[src/rtl/mem_arb_pkg.sv]
// Shared types and constants for the instruction/data memory arbiter.
// Holds the read-owner encoding and the statistics counter width.
package mem_arb_pkg;

  typedef enum logic [1:0] {
    OWN_NONE = 2'd0,
    OWN_I    = 2'd1,
    OWN_D    = 2'd2
  } owner_e;

  localparam int STAT_W = 16;

endpackage

[src/rtl/mem_arb_starve_cnt.sv]
// Saturating fetch-starvation counter: counts up on inc, clears on clr.
// Ports: clk, reset, inc, clr in; at_max out (count equals MAX).
module mem_arb_starve_cnt #(
  parameter int MAX = 4
) (
  input  logic clk,
  input  logic reset,
  input  logic inc,
  input  logic clr,
  output logic at_max
);

  localparam int W = (MAX < 2) ? 1 : $clog2(MAX + 1);

  logic [W-1:0] cnt;

  always_ff @(posedge clk or posedge reset) begin
    if (reset) begin
      cnt <= '0;
    end else if (clr) begin
      cnt <= '0;
    end else if (inc && (cnt != W'(MAX))) begin
      cnt <= cnt + 1'b1;
    end
  end

  assign at_max = (cnt == W'(MAX));

endmodule

[src/rtl/mem_arbiter.sv]
// Arbitrates one single-port synchronous memory between fetch and data ports.
// Data wins unless fetch has been denied MAX_WAIT cycles in a row; responses
// are steered back one cycle after the grant using a read-owner register.
// Ports: clk, reset; i_* fetch port; d_* data port; mem_* shared memory.
// Optional: MEM_ARB_STATS_EN adds i_gnt_cnt, d_gnt_cnt, stall_cnt outputs.
module mem_arbiter
  import mem_arb_pkg::*;
#(
  parameter int WIDTH    = 32,
  parameter int ADDR     = 5,
  parameter int MAX_WAIT = 4
) (
  input  logic             clk,
  input  logic             reset,
  input  logic             i_req,
  input  logic [ADDR-1:0]  i_addr,
  output logic             i_gnt,
  output logic             i_rvalid,
  output logic [WIDTH-1:0] i_rdata,
  input  logic             d_req,
  input  logic             d_we,
  input  logic [ADDR-1:0]  d_addr,
  input  logic [WIDTH-1:0] d_wdata,
  output logic             d_gnt,
  output logic             d_rvalid,
  output logic [WIDTH-1:0] d_rdata,
  output logic [ADDR-1:0]  mem_addr,
  output logic             mem_wr_en,
  output logic [WIDTH-1:0] mem_wdata,
`ifdef MEM_ARB_STATS_EN
  output logic [STAT_W-1:0] i_gnt_cnt,
  output logic [STAT_W-1:0] d_gnt_cnt,
  output logic [STAT_W-1:0] stall_cnt,
`endif
  input  logic [WIDTH-1:0] mem_rdata
);

  logic       starved;
  owner_e     owner;
  owner_e     owner_nxt;
  logic [WIDTH-1:0] i_hold;
  logic [WIDTH-1:0] d_hold;

  mem_arb_starve_cnt #(
    .MAX (MAX_WAIT)
  ) u_starve (
    .clk    (clk),
    .reset  (reset),
    .inc    (i_req & ~i_gnt),
    .clr    (~i_req | i_gnt),
    .at_max (starved)
  );

  // Grants are forced low while reset is asserted.
  always_comb begin
    i_gnt = 1'b0;
    d_gnt = 1'b0;
    if (!reset) begin
      i_gnt = i_req & (~d_req | starved);
      d_gnt = d_req & ~i_gnt;
    end
  end

  always_comb begin
    mem_addr  = '0;
    mem_wr_en = d_gnt & d_we;
    mem_wdata = d_wdata;
    if (i_gnt) begin
      mem_addr = i_addr;
    end else if (d_gnt) begin
      mem_addr = d_addr;
    end
  end

  always_comb begin
    owner_nxt = OWN_NONE;
    if (i_gnt) begin
      owner_nxt = OWN_I;
    end else if (d_gnt && !d_we) begin
      owner_nxt = OWN_D;
    end
  end

  // Hold registers keep each port's last returned word while not owner.
  always_ff @(posedge clk or posedge reset) begin
    if (reset) begin
      owner  <= OWN_NONE;
      i_hold <= '0;
      d_hold <= '0;
    end else begin
      owner <= owner_nxt;
      if (owner == OWN_I) begin
        i_hold <= mem_rdata;
      end
      if (owner == OWN_D) begin
        d_hold <= mem_rdata;
      end
    end
  end

  assign i_rvalid = (owner == OWN_I);
  assign d_rvalid = (owner == OWN_D);
  assign i_rdata  = i_rvalid ? mem_rdata : i_hold;
  assign d_rdata  = d_rvalid ? mem_rdata : d_hold;

`ifdef MEM_ARB_STATS_EN
  localparam logic [STAT_W-1:0] SAT = '1;

  logic stall;

  assign stall = (i_req & ~i_gnt) | (d_req & ~d_gnt);

  always_ff @(posedge clk or posedge reset) begin
    if (reset) begin
      i_gnt_cnt <= '0;
      d_gnt_cnt <= '0;
      stall_cnt <= '0;
    end else begin
      if (i_gnt && (i_gnt_cnt != SAT)) begin
        i_gnt_cnt <= i_gnt_cnt + 1'b1;
      end
      if (d_gnt && (d_gnt_cnt != SAT)) begin
        d_gnt_cnt <= d_gnt_cnt + 1'b1;
      end
      if (stall && (stall_cnt != SAT)) begin
        stall_cnt <= stall_cnt + 1'b1;
      end
    end
  end
`endif

endmodule
[config.mk]
export PLATFORM = sky130hd
export DESIGN_NAME = mem_arbiter
export DESIGN_NICKNAME = d
export VERILOG_FILES = /design/src/rtl/mem_arb_pkg.sv /design/src/rtl/mem_arb_starve_cnt.sv /design/src/rtl/mem_arbiter.sv
export SDC_FILE = /design/constraint.sdc
export NUM_CORES = 1
export LEC_CHECK = 0
export CORE_ASPECT_RATIO = 0.7
export CORE_UTILIZATION = 35
export DETAILED_ROUTE_END_ITERATION = 10
export PLACE_DENSITY = 0.74
export SLEW_MARGIN = 20
export SYNTH_ARGS = -nofsm -noshare
export SYNTH_HDL_FRONTEND = slang
export SYNTH_HIERARCHICAL = 1
export SYNTH_SLANG_ARGS = --single-unit
[constraint.sdc]
create_clock -name clk -period 2.4 [get_ports clk]
set_clock_uncertainty 0.05 [all_clocks]
set_input_delay 0.48 -clock clk [delete_from_list [all_inputs] [get_ports clk]]
set_output_delay 0.48 -clock clk [all_outputs]
set_load 0.05 [all_outputs]
==> results.yml <==
finish:
  n_antenna_cell: 0
  final_layout_size_suffix_gt1_frac: 0.566
  fillers: 758
  syn2layout_area_growth_pct: 52.1
  layout_common_cells: "dfrtp_1, buf_4, mux2_4, clkdlybuf4s50_1, buf_12"
  post-route-util: 0.553
  design_area_um2: 5050
  instances_no_fill: 458
  final_common_cell: "dfrtp_1"
  final_net_count: 410
synth:
  syn-instance-count: 220
  synth_area_per_cell_um2: 15.1
  ys_seq_area_frac: 0.520
  netlist_area_um2: 3320
  synth.yosys.warnings: 6
  synth_cell_types: 25
  ys_ff_latch: 69
  syn-num-nets: 301
floorplanning:
  die_y_um: 83.5
  ios: 185
  core_area_um2: 9140
  rows: 29
  initial_core_util: 0.363
  die_w_um: 118
  die_area_um2: 9890
sta:
  maxSlewViolCount: 0
  hold_viol_final: 0
  rsz0062_at_grt: "yes"
  slew_headroom: 0.693
  finalSetupTns_ns: 0
  fmax_mhz: 423
  tightest_slew_ns: 0.461
  fin_crit_sh: 0.984
  period_minus_slack_ns: 2.36
  setup_viol: 0
power_and_ir_drop:
  peakVddDrop_mv: 0.476
  power_mw: 4.91
  p_per_area_nw_per_um2: 972
  switching_share: 0.358
  pwr-share-clk: 0.284
  power_frac_seq: 0.295
  p_switching_mw: 1.76
  combPwrFrac: 0.421
  p_leak_nw: 2.39
  intPower_mw: 3.15
grt:
  grt_pass1_vias: 2200
  grt_use_total: 0.156
  antenna_found_initial: 0
  overflow: 0
  grt_max_degree: 38
  grt_pass1_wl_um: 11700
critical_path:
  cp.arrival_ns: 1.83
  cp.required_ns: 1.87
  r2r-start: "u_starve/cnt[0]"
  crit_fanout: 8
  worstSetupStartpointType: "flop"
  worstSetupPathType: "reg -> out"
  end_kind: "primary output"
  crit_start: "u_starve/cnt[0]"
drt:
  post_drt_wl_per_cell_um: 16.1
  drt-pass1-iter-count: 3
  dr.first_iter.drc_count: 43
  num_vias: 2047
  drt_wl_total_um: 7370
  route.detailed.drc: 0
  drtAntennaViolNets: 0
  drt-vias-per-instance: 4.47
clocking:
  cts.sinks: 69
  clockBufferDepth: 2
  cts_made_buffers: 9
  ctsRootBufferMaster: "clkbuf_16"
  clk_latency_ns: 0.33
  cts_hold_buf: 0
  path_clk_slew_ns: 0.06
  h-tree-depth: 3
  tritoncts: "built"
place:
  placed_area_um2: 4640
  io_buffers: 120
  dp.cells: 438
  place_congestion: 0.714
  hpwl_um: 5430
min_path:
  min_path_type: "in -> async"
flow_run:
  drv_cap: 0
run_status:
  outcome: "complete, no violations"
[flip-flops by register name (all words and copies together), names as in the netlist]
name / count
u_starve/cnt: 3
owner: 2
d_hold: 32
i_hold: 32
[path summary, 6_finish.rpt]
| kind | slack, ns | cells past startpoint | to |
|---|---|---|---|
| setup reg to reg | 0.47 | 8 | u_starve/cnt[0] |
| hold reg to reg | 0.44 | 1 | i_hold[19] |
| min in group clk | 0.44 | 1 | i_hold[19] |
| max in group asynchronous | 1.41 | 4 | d_hold[12] |
| hold / removal | 0.32 | 3 | u_starve/cnt[1] |
| setup / recovery | 0.04 | 8 | mem_addr[1] |
[area by class of cell]
cell class / count / area (um^2) / share of cell area
Clock buffer: 10 / 229 / 0.0453
Clock inverter: 6 / 87.6 / 0.0173
Inverter: 6 / 22.5 / 0.00446
Multi-Input combinational cell: 103 / 1320 / 0.262
Sequential cell: 69 / 1730 / 0.342
Tap cell: 124 / 155 / 0.0307
Timing Repair Buffer: 140 / 1510 / 0.299
[kinds of logic after synthesis]
group	Yosys count	share of synthesized area
compound gates	10	0.0249
simple gates	25	0.0505
flops	69	0.520
buf+inv	48	0.107
mux	66	0.290
fa+ha+maj	2	0.00753
[per-layer routing]
metal	routed length, um	part of all wire	vias up	global-route usage
met1	3370	0.46	1002	0.203
met2	3350	0.45	96	0.239
met4	84	0.011	0	0.0414
li1	-	-	936	-
met3	570	0.077	13	0.0663
met5	0	0	-	0
[synth_stat cells]
| library cell | instances | share of area |
|---|---|---|
| dfrtp_1 | 69 | 0.52 |
| mux2_4 | 59 | 0.27 |
| buf_4 | 33 | 0.075 |
| nand2b_1 | 13 | 0.024 |
| buf_6 | 7 | 0.024 |
| inv_1 | 6 | 0.0068 |
| mux2_2 | 6 | 0.020 |
| o32ai_1 | 5 | 0.013 |
| nor2b_1 | 3 | 0.0057 |
| and2_1 | 2 | 0.0038 |
| clkbuf_1 | 2 | 0.0023 |
| ha_1 | 2 | 0.0075 |
| a21bo_2 | 1 | 0.0030 |
| a21boi_2 | 1 | 0.0034 |
| a21oi_1 | 1 | 0.0015 |
| and4b_1 | 1 | 0.0030 |
| mux2i_1 | 1 | 0.0030 |
| nor2_1 | 1 | 0.0011 |
| nor3_1 | 1 | 0.0015 |
| nor3_2 | 1 | 0.0030 |
| nor3b_1 | 1 | 0.0023 |
| nor4b_1 | 1 | 0.0026 |
| nor4bb_1 | 1 | 0.0030 |
| o21a_1 | 1 | 0.0023 |
| o21ai_0 | 1 | 0.0015 |
[critical path, cell delays in order, from the launching register on]
cell and delay (ns):
dfrtp_1 0.39, inv_1 0.06, ha_2 0.19, and2_4 0.15, nor2b_1 0.04, buf_4 0.17
o32ai_2 0.22, buf_4 0.16, buf_12 0.12
[through the flow]
step | hold WS (ns) | setup WS (ns)
2_1_floorplan | 0.184 | -0.367
3_3_place_gp | 0.425 | 0.0676
3_5_place_dp | 0.431 | -0.0433
4_1_cts | 0.443 | -0.0211
5_1_grt | 0.355 | -0.0331
6_report | 0.317 | 0.0386
[power groups by stage]
stage                     clock [mW]  sequential, mW  combinational [mW]
final                           1.39            1.45                2.07
after global placement             0            1.46                2.04
after detailed placement           0            1.48                2.06
after global routing            1.50            1.47                2.14
after floorplan                    0            1.45                1.51
after CTS                       1.43            1.45                2.07
[what timing repair did]
item | 4_1_cts | 5_1_grt
gates resized for setup | 5 | 6
endpoints found under the setup margin | 6 | 7
pin swaps | 0 | 6
buffers inserted | 2 | 2
No activity file was read; power rests on OpenSTA's default activity.
